$ cat src/rtl/grey_code.sv
// rtl/grey_code.sv - 4-bit binary/Gray converter with registered result and Hamming-distance monitor
module grey_code #(
   parameter logic [3:0] RST_VAL = 4'b0000
) (
   input  logic       clk,
   input  logic       rst_n,
   input  logic       A,
   input  logic       B,
   input  logic       C,
   input  logic       D,
   input  logic       mode,
   input  logic       en,
   output logic [3:0] F,
   output logic [3:0] F_q,
   output logic       valid_q,
   output logic [2:0] dist_q
);

   logic [3:0] x;
   logic [3:0] prev;
   logic [3:0] diff;

   assign x = {A, B, C, D};

   function automatic logic [2:0] popcount4(input logic [3:0] v);
      return {2'b00, v[0]} + {2'b00, v[1]} + {2'b00, v[2]} + {2'b00, v[3]};
   endfunction

   // Gray-to-binary is a running XOR prefix from the MSB down.
   always_comb begin
      F = 4'b0000;
      if (mode) begin
         F[3] = x[3];
         F[2] = x[3] ^ x[2];
         F[1] = x[3] ^ x[2] ^ x[1];
         F[0] = x[3] ^ x[2] ^ x[1] ^ x[0];
      end else begin
         F = x ^ {1'b0, x[3:1]};
      end
   end

   assign diff = F ^ prev;

   // prev survives mode changes, so distance may compare codes across modes.
   always_ff @(posedge clk or negedge rst_n) begin
      if (!rst_n) begin
         F_q     <= RST_VAL;
         prev    <= RST_VAL;
         valid_q <= 1'b0;
         dist_q  <= 3'd0;
      end else if (en) begin
         F_q     <= F;
         prev    <= F;
         dist_q  <= popcount4(diff);
         valid_q <= 1'b1;
      end else begin
         valid_q <= 1'b0;
      end
   end

endmodule

$ cat config.mk
export PLATFORM = sky130hd
export DESIGN_NAME = grey_code
export DESIGN_NICKNAME = d
export VERILOG_FILES = /design/src/rtl/grey_code.sv
export SDC_FILE = /design/constraint.sdc
export NUM_CORES = 1
export LEC_CHECK = 0
export BUFFER_PORTS_ARGS = -buffer_cell sky130_fd_sc_hd__buf_2
export CAP_MARGIN = 20
export CELL_PAD_IN_SITES_DETAIL_PLACEMENT = 1
export CELL_PAD_IN_SITES_GLOBAL_PLACEMENT = 1
export CORE_AREA = 2 2 48 50
export CTS_CLUSTER_SIZE = 16
export DETAILED_ROUTE_END_ITERATION = 6
export DIE_AREA = 0 0 50 52
export PLACE_DENSITY_LB_ADDON = 0.1
export SETUP_SLACK_MARGIN = 0.05
export SLEW_MARGIN = 20
export SYNTH_ARGS = -nofsm -noshare
export SYNTH_HDL_FRONTEND = slang
export SYNTH_SLANG_ARGS = --single-unit
$ cat constraint.sdc
create_clock -name clk -period 6.9 [get_ports clk]
set_clock_uncertainty 0.15 [all_clocks]
set_input_delay 1.035 -clock clk [delete_from_list [all_inputs] [get_ports clk]]
set_output_delay 1.035 -clock clk [all_outputs]
set_load 0.01 [all_outputs]
======== After elaboration in Yosys (flattened, before gate mapping) ========
Cells that the tools add are included.
storage, ports and cells
  output and inout port bits .............. 12
  logic and storage cells ................. 13
  register bits ........................... 8
operators by class
  bitwise operators ....................... 5
  muxes and demuxes ....................... 2
  add/sub/neg operators ................... 3
operator list
  kind         count
  $mux 4       1
  $xor 4x3->4  1
  $xor 4x4->4  1
  $add 2x1->3  1
  $add 3x1->3  1
  $xor 1x1->1  3
  $add 1x1->2  1
  $mux 1       1

======== Longest topological paths before layout ========
  word-level depth ........................ 8
  mapped depth ............................ 8
  mapped depth without buffers ............ 8

======== Worst setup path before layout ========
No wires, ideal clock.
  kind .................................... input port to flip-flop
  start point ............................. input B
  end point ............................... register dist_q[1]
  data arrival time ....................... 3.094 ns
  setup slack ............................. 3.532 ns
  required time ........................... 6.625 ns
  stages .................................. 8
  library setup time ...................... 0.125 ns
  path through ............................ xor2_2 -> and2_4 -> xnor3_1 -> fa_1 -> inv_1 -> ha_1 -> ha_1 -> mux2_2
between the ends
  word-level cells in the longest chain between the ends .. 8
RTL lines
  item                  line        RTL
  start, declared       8           input logic B,
  $xor 1x1->1           34, 35, 36
  $xor 1x1->1           35, 36
  $xor 1x1->1           36          F[0] = x[3] ^ x[2] ^ x[1] ^ x[0];
  $mux 4 (*)            32          if (mode) begin
  $xor 4x4->4 (*)       42          assign diff = F ^ prev;
  $add 1x1->2           26          return {2'b00, v[0]} + {2'b00, v[1]} + {2'b00, v[2]} + {2'b00, v[3]};
  $add 2x1->3 (*)       26
  $add 3x1->3 (*)       26
  end signal, assigned  54          dist_q <= popcount4(diff);
  end, declared         16          output logic [2:0] dist_q
Every way passes the cells marked *; elsewhere a longest branch is shown, timed or not.
A chain may end at the register's enable or synchronous reset.

======== Worst setup path after layout ========
  start point ............................. input A
  end point ............................... register dist_q[1]
between the ends
  word-level cells in the longest chain between the ends .. 8
RTL lines
  item             line        RTL
  start, declared  7           input logic A,
  $xor 1x1->1      34, 35, 36
  $xor 1x1->1      35, 36
  $xor 1x1->1      36
  $mux 4 (*)       32
  $xor 4x4->4 (*)  42
  $add 1x1->2      26
  $add 2x1->3      26
  $add 3x1->3 (*)  26
Marks and branches as above.

==> results.py <==
metrics = {
    "timing": {
        "slew_headroom_pct": 74.6,
        "hold_violations": 0,
        "timing.hold.ws_ps": 356,
        "fin_crit_ps": 3310,
        "period_share_pct": 48.0,
        "fmax_mhz": 302,
        "fin_setup_tns_ps": 0,
        "rsz0062_at_grt": "no",
        "setup_viol": 0,
        "tightest_slew_ps": 378,
        "slew_violations": 0,
    },
    "power_and_ir_drop": {
        "power_switching_uw": 59.0,
        "power.density_nw_per_um2": 291,
        "p_clk_share_pct": 21.0,
        "p_int_uw": 119,
        "p_leak_nw": 0.298,
        "switching_share_pct": 33.2,
        "combinationalPowerShare_pct": 42.0,
        "vdd_drop_max_v": 0.000117,
        "seqPwrFrac_pct": 37.1,
        "power_uw": 178,
    },
    "route": {
        "num_vias": 326,
        "postRouteAntennaNets": 0,
        "drt_iter0_markers": 3,
        "viasPerCell": 3.88,
        "remaining_drc_errors": 0,
        "wire_per_inst_um": 10.9,
        "firstDrtPassIters": 2,
        "routed_wirelength_um": 915,
    },
    "synthesis": {
        "synth_seq_area_share_pct": 42.7,
        "synth_top_family_by_area": "XOR/XNOR gates",
        "synth-xor-area-share_pct": 21.3,
        "synth-compound-area-share_pct": 1.87,
        "avgSynthCellArea_um2": 13.0,
        "muxShareOfSynthArea_pct": 14.4,
        "synth_fa_ha_area_share_pct": 9.60,
        "yosys_register_bits": 8,
        "synthDistinctLibCells": 16,
        "synthSimpleGateAreaFrac_pct": 5.33,
        "syn_inst": 36,
        "synth_area_um2": 469,
        "yosys_warnings": 0,
        "syn-num-nets": 47,
    },
    "clock_tree": {
        "cts_setup_buffers": 0,
        "h-tree-depth": 1,
        "ctsLongestPathBuffers": 2,
        "clk_pin_slew_ps": 60,
        "cts_tree": "done",
        "clk-insertion-delay-late_ps": 260,
        "cts_inserted_buffers": 3,
        "clkSinkCount": 8,
        "cts-root-buf": "clkbuf_4",
        "ctsHoldBuffers": 0,
        "ctsResizeCount": 0,
    },
    "placement": {
        "port_buffers": 19,
        "gp_congestion": 0.622,
        "placed_cells": 81,
        "dp_hpwl_um": 746,
    },
    "die": {
        "initial_utilization_pct": 22.3,
        "top_level_ports": 20,
        "core.rowCount": 17,
        "dieArea_um2": 2600,
        "die_width_um": 50,
        "core_um2": 2110,
        "fp.dieH_um": 52,
    },
    "layout": {
        "final_util_pct": 29.0,
        "final_common_cell": "buf_2",
        "final_cells": 84,
        "area_growth_pct": 30.1,
        "antenna_cells": 0,
        "layout_common_cells": "19 x buf_2, 8 x dfrtp_1, 6 x mux2_2",
        "drive_gt1_share_pct": 53.6,
        "nNetsFinal": 69,
    },
    "global_route": {
        "grt_pass1_vias": 348,
        "grt_usage_pct": 8.06,
        "antenna_found_initial": 0,
        "grt_overflow_total": 0,
        "grt_pass1_wl_um": 1520,
        "grt_max_degree": 11,
    },
    "hold_path": {
        "hold_class": "register to register",
    },
    "critical_path": {
        "crit_required_ps": 6890,
        "path_common_cell": "ha_1",
        "cpPeakStageDelay_ps": 540,
        "critPathArrivalTime_ps": 3300,
        "cp_slowest_cell": "fa_1",
        "endpoint_kind": "register",
        "cp_cell_sequence": "buf_2, xor2_2, and2_4, xnor3_1, fa_1, inv_1, ha_1, ha_1, mux2_2",
        "crit_path_start_kind": "input port",
        "path_max_fanout": 5,
        "critPathKind": "input port to register",
    },
    "run_status": {
        "run_status": "finished clean",
    },
    "job": {
        "maxCapViolations": 0,
    },
}
-- power by group through the flow --
stage	clock network [mW]	logic [mW]	registers (mW)
floorplan	0	0.0428	0.0729
global placement	0	0.0764	0.0671
detailed placement	0	0.0769	0.0673
CTS	0.0399	0.0769	0.0664
global route	0.0419	0.0864	0.0675
finish	0.0372	0.0745	0.0658
-- routing by layer --
| layer | global-route usage, % | share of wire, % | vias to the layer above |
|---|---|---|---|
| li1 | - | - | 158 |
| met1 | 10.3 | 45 | 159 |
| met2 | 12.1 | 50 | 7 |
| met3 | 2.59 | 3.8 | 2 |
| met4 | 4.17 | 0.55 | 0 |
| met5 | 0 | 0 | - |
-- registers in the layout (all words and copies together) (netlist names) --
| register | count |
|---|---|
| prev | 4 |
| dist_q | 3 |
| valid_q | 1 |
-- worst max-delay path: cells and delay by family --
kind                     cells  cell delay, ps
XOR/XNOR                     2             590
adder cells (fa/ha/maj)      3            1010
buffers and inverters        2             190
multiplexers                 1             260
AND/OR/NAND/NOR              1             210
-- cell usage after synthesis, drive strengths merged --
cell type,instances,area [µm²]
o221ai,1,8.76
ha,2,25.0
inv,3,11.3
clkbuf,1,3.75
fa,1,20.0
and2,1,8.76
mux2,6,67.6
xnor3,1,22.5
nand2b,1,6.26
dfrtp,8,200
buf,1,7.51
nand4,1,6.26
nand2,1,3.75
xor2,3,33.8
xnor2,5,43.8
-- cells by family (layout without fill, tap and decap cells) --
group,after synthesis,after routing
AOI/OAI and AO/OA,1,1
DFF,8,8
xor gates and xnor gates,9,9
muxes,6,6
buffers and inverters,5,25
and+or+nand+nor,4,4
adders and majority gates,3,3
-- worst paths after layout --
check | start | to | slack, ps | cells after the start
max | A | dist_q[1] | 3590 | 9
min | dist_q[0] | dist_q[0] | 360 | 1
max reg2reg | prev[0] | dist_q[1] | 4480 | 7
min reg2reg | dist_q[0] | dist_q[0] | 360 | 1
max in group asynchronous | rst_n | prev[2] | 5950 | 1
min in group asynchronous | rst_n | prev[1] | 470 | 1
-- metrics by stage --
stage               area, µm²  worst slack (ps)
global placement          588              3300
global route              611              3460
floorplan                 469              3530
detailed placement        588              3300
finish                    611              3590
CTS                       611              3570
-- final cells by class --
cell class / count / area, µm²
clock buffer: 3 / 22.5
fill: 244 / 1500
inverter: 3 / 11.3
multi-input combinational: 23 / 246
sequential: 8 / 200
tap: 28 / 35.0
timing repair buffer: 19 / 95.1
No activity file was read; power rests on OpenSTA's default activity.
